## config.mk

```make
export PLATFORM = sky130hd
export DESIGN_NAME = wave_sample_sequencer
export DESIGN_NICKNAME = d
export VERILOG_FILES = /design/src/rtl/wave_sample_sequencer.sv
export SDC_FILE = /design/constraint.sdc
export NUM_CORES = 1
export LEC_CHECK = 0
export CORE_UTILIZATION = 50
export DETAILED_ROUTE_END_ITERATION = 16
export HOLD_SLACK_MARGIN = 0.05
export PLACE_DENSITY = 0.69
export SKIP_LAST_GASP = 1
export SYNTH_ARGS = -nofsm -noshare
export SYNTH_HDL_FRONTEND = slang
export SYNTH_SLANG_ARGS = --single-unit
```

## constraint.sdc

```tcl
create_clock -name clk -period 2.3 [get_ports clk]
set_input_delay 0.345 -clock clk [delete_from_list [all_inputs] [get_ports clk]]
set_output_delay 0.345 -clock clk [all_outputs]
set_load 0.02 [all_outputs]
```

## src/rtl/wave_sample_sequencer.sv

```systemverilog
// wave_sample_sequencer
//
// Upstream sample source for FIR_Filter. Holds a writable waveform table and
// plays it out as a paced sample stream, with a programmable rate divider,
// finite or infinite loop count, and start/stop control.
//
// Build option:
//   SEQ_OFFSET_BIN_EN  defined: table words are offset-binary and the MSB is
//                      inverted on the way to data_out (two's complement out).
//                      undefined: table words pass through unchanged.
//
// Ports:
//   clk           rising-edge clock
//   reset         asynchronous active-low reset (table is not cleared)
//   wr_en         table write strobe (accepted in any state)
//   wr_addr       table write address
//   wr_data       table write data
//   start         begin playback, sampled only in IDLE
//   stop          abort playback, wins over a same-cycle sample issue
//   rate_div      one sample every rate_div+1 clocks, latched at start
//   loop_count    number of table passes, 0 = infinite, latched at start
//   data_out      registered sample to the FIR, 0 while idle
//   sample_valid  one-cycle strobe when data_out takes a table sample
//   busy          high in RUN and DONE
//   done          one-cycle pulse after the final pass completes

module wave_sample_sequencer #(
   parameter int unsigned N      = 16,
   parameter int unsigned DEPTH  = 32,
   parameter int unsigned ADDR_W = 5,
   parameter int unsigned DIV_W  = 8,
   parameter int unsigned LOOP_W = 8
) (
   input  logic              clk,
   input  logic              reset,
   input  logic              wr_en,
   input  logic [ADDR_W-1:0] wr_addr,
   input  logic [N-1:0]      wr_data,
   input  logic              start,
   input  logic              stop,
   input  logic [DIV_W-1:0]  rate_div,
   input  logic [LOOP_W-1:0] loop_count,
   output logic [N-1:0]      data_out,
   output logic              sample_valid,
   output logic              busy,
   output logic              done
);

   localparam logic [ADDR_W-1:0] LAST_ADDR = ADDR_W'(DEPTH - 1);

   typedef enum logic [1:0] {
      S_IDLE = 2'd0,
      S_RUN  = 2'd1,
      S_DONE = 2'd2
   } state_t;

   state_t            state;
   logic [N-1:0]      mem [DEPTH];
   logic [ADDR_W-1:0] rd_addr;
   logic [DIV_W-1:0]  div_cnt;
   logic [LOOP_W-1:0] pass_cnt;
   logic [DIV_W-1:0]  rate_q;
   logic [LOOP_W-1:0] loop_q;
   // Set when the final sample has been issued; done follows one edge later.
   logic              last_q;

   // Table word to output format.
   function automatic logic [N-1:0] to_out(input logic [N-1:0] w);
`ifdef SEQ_OFFSET_BIN_EN
      return {~w[N-1], w[N-2:0]};
`else
      return w;
`endif
   endfunction

   // Waveform table: synchronous write, no reset, read-before-write by NBA.
   always_ff @(posedge clk) begin
      if (wr_en) begin
         mem[wr_addr] <= wr_data;
      end
   end

   // Playback FSM with registered outputs.
   always_ff @(posedge clk or negedge reset) begin
      if (!reset) begin
         state        <= S_IDLE;
         data_out     <= '0;
         sample_valid <= 1'b0;
         busy         <= 1'b0;
         done         <= 1'b0;
         rd_addr      <= '0;
         div_cnt      <= '0;
         pass_cnt     <= '0;
         rate_q       <= '0;
         loop_q       <= '0;
         last_q       <= 1'b0;
      end else begin
         sample_valid <= 1'b0;
         done         <= 1'b0;
         case (state)
            S_IDLE: begin
               data_out <= '0;
               busy     <= 1'b0;
               last_q   <= 1'b0;
               if (start && !stop) begin
                  state    <= S_RUN;
                  busy     <= 1'b1;
                  rate_q   <= rate_div;
                  loop_q   <= loop_count;
                  rd_addr  <= '0;
                  div_cnt  <= '0;
                  pass_cnt <= '0;
               end
            end

            S_RUN: begin
               if (stop) begin
                  state    <= S_IDLE;
                  busy     <= 1'b0;
                  data_out <= '0;
                  last_q   <= 1'b0;
               end else if (last_q) begin
                  // data_out keeps the last sample through DONE
                  state  <= S_DONE;
                  done   <= 1'b1;
                  last_q <= 1'b0;
               end else if (div_cnt == rate_q) begin
                  div_cnt      <= '0;
                  data_out     <= to_out(mem[rd_addr]);
                  sample_valid <= 1'b1;
                  rd_addr      <= rd_addr + ADDR_W'(1);
                  if (rd_addr == LAST_ADDR) begin
                     // pass_cnt wraps silently when looping forever
                     pass_cnt <= pass_cnt + LOOP_W'(1);
                     if ((loop_q != '0) && (pass_cnt + LOOP_W'(1) == loop_q)) begin
                        last_q <= 1'b1;
                     end
                  end
               end else begin
                  div_cnt <= div_cnt + DIV_W'(1);
               end
            end

            S_DONE: begin
               state <= S_IDLE;
               busy  <= 1'b0;
            end

            default: begin
               state <= S_IDLE;
               busy  <= 1'b0;
            end
         endcase
      end
   end

endmodule

```

== Word level (Yosys, flattened, before mapping) ==
Memory sizes are Yosys's and may differ from the RTL's.
Cells that the tools add are included.
Operators by class
  reduce and logical (&&, ||, !) cells: 12
  mux-type cells: 41
  add/subtract/negate cells: 3
  equal/unequal tests: 13
Operators with widths (number)
  8-bit two-way mux: 8
  16-bit two-way mux: 3
  16-bit case mux with 2 select lines: 1
  8-bit case mux with 2 select lines: 2
  5-bit two-way mux: 4
  8-bit by 1-bit adder with 8-bit output, second input constant: 2
  8-bit == test: 2
  1-bit two-way mux: 16
  2-bit inequality test, second input constant: 6
  5-bit case mux with 2 select lines: 1
  3-bit inequality test, second input constant: 3
  8-bit nonzero test: 1
  2-bit two-way mux: 3
  6-bit AND reduction: 1
  5-bit by 1-bit adder with 5-bit output, second input constant: 1
  5-bit == test, second input constant: 1
  5-bit AND reduction: 1
  1-bit case mux with 2 select lines: 2
  2-bit case mux with 2 select lines: 1
  2-bit AND reduction: 2
  4-bit AND reduction: 1
  3-bit AND reduction: 1
  2-bit by 1-bit == test with 1-bit output, second input constant: 1
  1-bit logical AND: 2
  3 further kinds: 3
Storage, ports and cells
  RAM bits: 512
  output and inout bits: 19
  register bits: 59
  input port bits: 42
  memories kept: 1
  logic and storage cells: 81
Memory list
  mem: words 32, bits a word 16, rd ports 1, clocked after memory_dff 0, write ports 1, line 58  | logic [N-1:0] mem [DEPTH];

== Logic depth before layout (Yosys ltp) ==
Gate-level depths: netlist of the first run.
  word-level depth: 9
  gate-level depth with buffers: 9

== Least setup slack after synthesis of the first run ==
OpenSTA, ideal clock, no wires.
  kind: reg-to-reg
  start point: register rd_addr[2]
  end point: register last_q
  data arrival time: 2.177 ns
  cell stages (with the launch flop): 9
  slack: 0.057 ns
  required time: 2.234 ns
  period minus slack after synthesis: 2.243 ns
  path through: dfrtp_1 > buf_1 > clkbuf_1 > clkbuf_1 > and3_1 > ha_1 > nand4b_1 > nor4b_1 > a41o_1
On the way
  cells in the longest elaborated chain, start to end: 6
RTL lines
  start, declared: line 59  | logic [ADDR_W-1:0] rd_addr;
  start signal, assigned: line 131  | rd_addr <= rd_addr + ADDR_W'(1);
  5-bit == test: line 132  | if (rd_addr == LAST_ADDR) begin
  1-bit two-way mux: line 132
  1-bit two-way mux: line 127  | end else if (div_cnt == rate_q) begin
  1-bit two-way mux: line 122  | end else if (last_q) begin
  1-bit two-way mux: line 117  | if (stop) begin
  1-bit case mux with 2 select lines: line 100  | case (state)
  end signal, assigned: line 104  | last_q <= 1'b0;
  end signal, assigned: line 121  | last_q <= 1'b0;
  end signal, assigned: line 126  | last_q <= 1'b0;
  end, declared: line 65  | logic last_q;
Every way passes these cells.
A chain may end at the register's enable or synchronous reset.

== Final worst setup path of the first run ==
  start point: register rd_addr[0]
  end point: register data_out[15]
On the way
  cells in the longest elaborated chain, start to end: 5
RTL lines
  memory 32 x 16 bit
  16-bit two-way mux: line 127
  16-bit two-way mux: line 122
  16-bit two-way mux: line 117
  16-bit case mux with 2 select lines: line 100
  end signal, assigned: line 129  | data_out <= to_out(mem[rd_addr]);
  end, declared: line 43  | output logic [N-1:0] data_out,
Every way passes these cells. The select of a mux whose other input is x is not followed.

==> metrics.txt, run 1 <==
complex-gate fraction of the synthesized area=3.96%; sequential element share of the synthesized area=75.2%; post-route ant nets=0; critical path capture point=data_out[15]$_DFFE_PN0P_; CTS Buffer Depth=3; mean post-synth cell area=19.0 um^2; WP data arrival=2.64 ns; Startpoint Class=flop; Final period util=94.2%; first-pass GRT wire length=76300 um; commonest non-fill, non-tap cell in the layout=edfxtp_1; post-route setup TNS=0 ns; GRT Util Overall=22.9%; placed insts=1910; CP Class=flop to flop; Port Buffer Count=60; Multi-input gate area=0.00531 mm^2; initial antenna violation count=2; via-per-instance ratio=5.85; minimum clock period=2.17 ns; cells on worst reg2reg path=6; synthesized area=0.0224 mm^2; reg-to-reg slack, setup=0.13 ns; CTS tree=yes; Post-Synth XOR/XNOR Area=0.882%; Max IR drop VDD=0.688 mV; HPWL after DPL=32600 um; Core Box Area=0.0442 mm^2; post-synthesis register bit count=571; fill cell count=3174; most frequent cells in the layout=512 x edfxtp_1, 122 x buf_4, 116 x mux4_2, 81 x nand2_1, 59 x clkdlybuf4s50_1; Storage cell area=0.0169 mm^2; combinational family with the most area after synthesis=multiplexers; final hold vios=0; Yosys cell types=54; Simple-Gate Fraction of Synth Area=5.12%; static leakage=8.88 nW; Post-Synth Adder-Cell Area=0.223%; setup violators final=0; CP Capture Type=flop; FF-to-FF End=data_out[15]$_DFFE_PN0P_; htree depth=2; TritonCTS Sinks=571; overall routed net length=50000 um; GRT met3 Usage=3.19%; Synth area leaders=edfxtp_1 69%, mux4_2 12%, dfrtp_1 6.6%, nand2_1 1.4%, mux2i_1 1.2%; number of synthesized flops with an enable pin=512; synth warn=0; Reg clk slew, reported paths=0.06 ns; CP required=2.77 ns; final slew viol count=0; ys flop type=edfxtp_1; Final nets=1428; status=finished, final reports clean; Min-Delay Path Class=primary input to asynchronous set/reset pin; cts bufs inserted=57; post-synthesis cell count=1178; Initial Util=50.7%; overall power=0.0234 W; Remaining DRCs=0; crit-path max FO=24; Worst Tran Pin Value=0.514 ns; syn nets=1224; Top Ports=61; Die Wd=214 um; asr flop ratio synth=10.3%; Clock Skew=0.0374 ns; global-route met2 utilization=38.3%; Clock Latency Late Sink=0.62 ns; crit path from=rd_addr[0]$_DFFE_PN0P_; via count of the first global-routing pass=12218; largest net degree at the start of global routing=33; Die Ht=214 um; die area=0.0457 mm^2; unrepaired setup endpoints after global routing=false; FMAX=0.462 GHz; row count=77; max_slew headroom=65.6%; clk root buf=clkbuf_16; largest area contributor in the netlist=edfxtp_1; drt wl/cell=24.8 um; multiplexer area fraction after synthesis=13.4%; Synth top area share=68.6%; GPL Wtd Cong=0.830; layout cell share with drive strength beyond 1=26.6%; Top Usage Layer GRT=met2; power per cell area=875 mW/mm^2; final cell count without fillers=2017; via count=11797; area grow syn2layout=19.1%; hold slack=0.237 ns; detailed-router iteration count before antenna repair=5; routing usage on met1=31.6%; DRT iter0 DRCs=1137; worst r2r src=rd_addr[0]$_DFFE_PN0P_; GR Overflow Total=0; max cap viols=0
-- kinds of logic (layout without fill, tap and decap cells) --
group           Yosys count  after routing
flops                   571            571
simple gates            240            240
mux                     153            153
compound gates          124            124
buf+inv                  65            311
xor+xnor                 21             21
fa+ha+maj                 4              4
other cells               0              1
-- sequential cells by signal, summed over array words and instances, names as in the netlist --
register      count
busy              1
data_out         16
div_cnt           8
done              1
last_q            1
loop_q            8
mem             512
pass_cnt          8
rate_q            8
rd_addr           5
sample_valid      1
state             2
-- worst min-delay path by stage --
stage	start	to	slack [ns]	cells after the start
5_1_grt	loop_count[7]	loop_q[7]$_DFFE_PN0P_	0.28	3
4_1_cts	reset	rate_q[6]$_DFFE_PN0P_	0.23	2
3_5_place_dp	reset	rate_q[3]$_DFFE_PN0P_	0.33	1
3_3_place_gp	reset	rate_q[1]$_DFFE_PN0P_	0.32	1
2_1_floorplan	reset	busy$_DFFE_PN0P_	0.05	0
6_report	reset	rate_q[6]$_DFFE_PN0P_	0.24	2
-- layer usage --
metal,up-vias,share of wire (%),wire length (um)
met4,2,2.0,998
met2,453,51,25300
met1,6080,41,20500
met3,69,6.2,3120
met5,-,0.034,17
li1,5193,-,-
-- worst max-delay path, stage by stage, from the launching register on --
cell	delay, ns
dfrtp_4	0.49
buf_12	0.24
mux4_2	0.57
nor2b_1	0.17
a211oi_2	0.28
a2111o_1	0.18
o221ai_1	0.10
-- area by class of cell --
class,instances,area share [%]
tap,592,2.78
inverter,11,0.155
timing repair buffer,199,6.88
antenna,1,0.00938
clock buffer,65,5.54
multi-input combinational,542,19.9
clock inverter,36,1.57
sequential,571,63.2
-- per-stage QoR --
| stage | setup slack [ns] | cell area [um^2] | util (%) |
|---|---|---|---|
| finish | 0.133 | 26700 | 60.4 |
| global route | 0.0401 | 26700 | 60.3 |
| CTS | 0.0420 | 26600 | 60.3 |
| detailed placement | 0.00163 | 24700 | 55.9 |
| global placement | -0.0304 | 24700 | 55.9 |
| floorplan | 0.0566 | 22400 | - |
-- repair_timing --
item	4_1_cts	5_1_grt
pin swaps	0	0
hold buffers	1	0
endpoints found under the setup margin	1	2
gates resized for setup	1	1
buffers inserted	1	3
endpoints found under the hold margin	20	0
-- synth_stat cells (4+ instances only) --
master     number
nand4_1         7
inv_1          10
edfxtp_1      512
clkbuf_1       20
nand3_1        19
a21o_1          6
nor2_1         64
nand2_1        81
xor2_1         12
nor2b_1        18
nand3b_1        7
a2111o_1        5
mux4_2        116
o22ai_1        43
mux2i_1        27
ha_1            4
mux2_2         10
nand2b_1        6
a21oi_1        12
and3_1          6
o221ai_1        5
or2_2           7
o21ai_0         9
a211oi_1       12
a2111oi_0       4
buf_2          24
a32o_1         10
nor3_1          8
xnor2_1         8
dfrtp_1        59
buf_1           8
-- report_power, final --
group	internal [W]	switching, W	total, W
Combinational	0.00120	0.00124	0.00244
Sequential	0.0115	0.000123	0.0116
Clock	0.00541	0.00389	0.00930
Total	0.0181	0.00526	0.0234
(Power assumes the default switching activity.)
==> inputs of run 2 (changes only) <==
--- a/config.mk
+++ b/config.mk
@@ -5,10 +5,9 @@
 export SDC_FILE = /design/constraint.sdc
 export NUM_CORES = 1
 export LEC_CHECK = 0
-export CORE_UTILIZATION = 50
+export CORE_UTILIZATION = 44
 export DETAILED_ROUTE_END_ITERATION = 16
 export HOLD_SLACK_MARGIN = 0.05
-export PLACE_DENSITY = 0.69
 export SKIP_LAST_GASP = 1
 export SYNTH_ARGS = -nofsm -noshare
 export SYNTH_HDL_FRONTEND = slang
==> run 2 against run 1 <==
  * Combinational power decreased by 5%
  * Register-to-register slack lost 0.05 ns
  * Final cell count rose by 2.9%
  * Non-clock buffer count fell by 27
  * Die area up 14%
  * Largest cell class unchanged
  * Largest power group unchanged
  * Highest routed layer is now met4
==> metrics.txt, run 2 (synthesis results as in run 1) <==
status=finished, final reports clean; Top Usage Layer GRT=met2; Port Buffer Count=60; Reg clk slew, reported paths=0.06 ns; Final nets=1402; final hold vios=0; Die Wd=228 um; most frequent cells in the layout=512 x edfxtp_1, 116 x mux4_2, 81 x nand2_1, 78 x buf_4, 59 x clkdlybuf4s50_1; GRT met3 Usage=2.52%; CP Capture Type=flop; critical path, cell by cell=buf_4 > buf_12 > mux4_2 > o22ai_1 > nor2_1 > a32o_1; Top reg by flops=mem; fill cell count=3921; routing usage on met1=28.7%; via-per-instance ratio=5.59; layout cell share with drive strength beyond 1=26.3%; Top Ports=61; DRT iter0 DRCs=1117; CP Class=flop to flop; clk root buf=clkbuf_16; static leakage=8.81 nW; top flop regs=mem x512, data_out x16; GPL Wtd Cong=0.771; commonest non-fill, non-tap cell in the layout=edfxtp_1; HPWL after DPL=31500 um; row count=82; die area=0.0518 mm^2; post-route ant nets=0; initial antenna violation count=0; drt wl/cell=24.3 um; TritonCTS Sinks=571; Clock Latency Late Sink=0.64 ns; via count of the first global-routing pass=11889; crit-path max FO=21; htree depth=2; Initial Util=44.7%; Final period util=96.3%; GR Overflow Total=0; Worst Tran Pin Value=0.767 ns; via count=11597; cell family with most CP delay=flip-flops; first-pass GRT wire length=75600 um; global-route met2 utilization=32.7%; Worst path max stage delay=0.55 ns; power per cell area=873 mW/mm^2; unrepaired setup endpoints after global routing=false; largest net degree at the start of global routing=33; CP required=2.83 ns; Startpoint Class=flop; ant diodes=0; detailed-router iteration count before antenna repair=7; cts bufs inserted=58; GRT Util Overall=20.2%; Largest register FFs=512; post-route setup TNS=0 ns; Min-Delay Path Class=primary input to flop; area grow syn2layout=20.0%; CP bufs+invs=2; Max IR drop VDD=0.679 mV; final slew viol count=0; Clock Skew=0.0398 ns; max cap viols=0; Remaining DRCs=0; FMAX=0.451 GHz; Core Box Area=0.0502 mm^2; CTS tree=yes; Die Ht=228 um; CTS Buffer Depth=3; WP data arrival=2.74 ns; max_slew headroom=48.9%; overall power=0.0235 W; minimum clock period=2.22 ns; overall routed net length=50400 um; setup violators final=0; Worst path slowest cell=dfrtp_4
run 2: cell type report:
type	instances	area, um^2	area share (%)
multi-input cells	542	5350	19.9
inverters	11	41.3	0.153
well taps	672	841	3.13
clock buffers	66	1480	5.51
flip-flops and latches	571	16900	62.7
repair buffers	172	1850	6.88
clock inverters	42	474	1.76
run 2: routing by layer:
layer,routed length [um],share of wire [%]
met4,1050,2.1
met5,0,0
met2,24700,49
met1,21800,43
met3,2800,5.6
run 2: path summary, 6_finish.rpt:
path / startpoint / end / slack (ns) / cells past startpoint
max in group asynchronous: reset / rd_addr[0]$_DFFE_PN0P_ / 1.28 / 3
setup / recovery: rd_addr[0]$_DFFE_PN0P_ / data_out[5]$_DFFE_PN0P_ / 0.08 / 6
setup reg to reg: rd_addr[0]$_DFFE_PN0P_ / data_out[5]$_DFFE_PN0P_ / 0.08 / 6
hold reg to reg: busy$_DFFE_PN0P_ / busy$_DFFE_PN0P_ / 0.49 / 2
min in group asynchronous: reset / rate_q[6]$_DFFE_PN0P_ / 0.35 / 2
hold / removal: rate_div[2] / rate_q[2]$_DFFE_PN0P_ / 0.27 / 3
run 2: tightest hold or removal path: stages:
cell and delay, ns:
clkdlybuf4s50_1 0.40, nand2_1 0.05, nand2_1 0.04
run 2: what timing repair did:
action / CTS / global route
gates resized for setup: 0 / 1
hold buffers: 1 / 0
endpoints found under the hold margin: 30 / 0
setup buffers: 0 / 4
endpoints found under the setup margin: 0 / 4
run 2: metrics by stage:
| step | worst slack [ns] | hold WS [ns] | cell area (um^2) | util [%] | cells |
|---|---|---|---|---|---|
| 6_report | 0.0841 | 0.268 | 26900 | 53.6 | 2076 |
| 5_1_grt | 0.0172 | 0.259 | 26900 | 53.6 | 2076 |
| 3_3_place_gp | 0.0256 | 0.443 | 24900 | 49.6 | 1963 |
| 3_5_place_dp | 0.0341 | 0.454 | 24900 | 49.6 | 1963 |
| 2_1_floorplan | 0.0566 | 0.0494 | 22400 | - | 1178 |
| 4_1_cts | 0.0378 | 0.242 | 26900 | 53.5 | 2072 |
run 2: power breakdown:
part	total, W	leakage (nW)	switching (W)	internal (W)
Clock	0.00954	0.934	0.00398	0.00555
Sequential	0.0116	5.40	0.000139	0.0115
Combinational	0.00233	2.47	0.00118	0.00115
==> inputs of run 3 (changes only) <==
--- a/config.mk
+++ b/config.mk
@@ -5,6 +5,7 @@
 export SDC_FILE = /design/constraint.sdc
 export NUM_CORES = 1
 export LEC_CHECK = 0
+export CAP_MARGIN = 20
 export CORE_UTILIZATION = 44
 export DETAILED_ROUTE_END_ITERATION = 16
 export HOLD_SLACK_MARGIN = 0.05
==> results of run 3 <==
The final DEF is identical to that of run 2; final timing and power are the same.
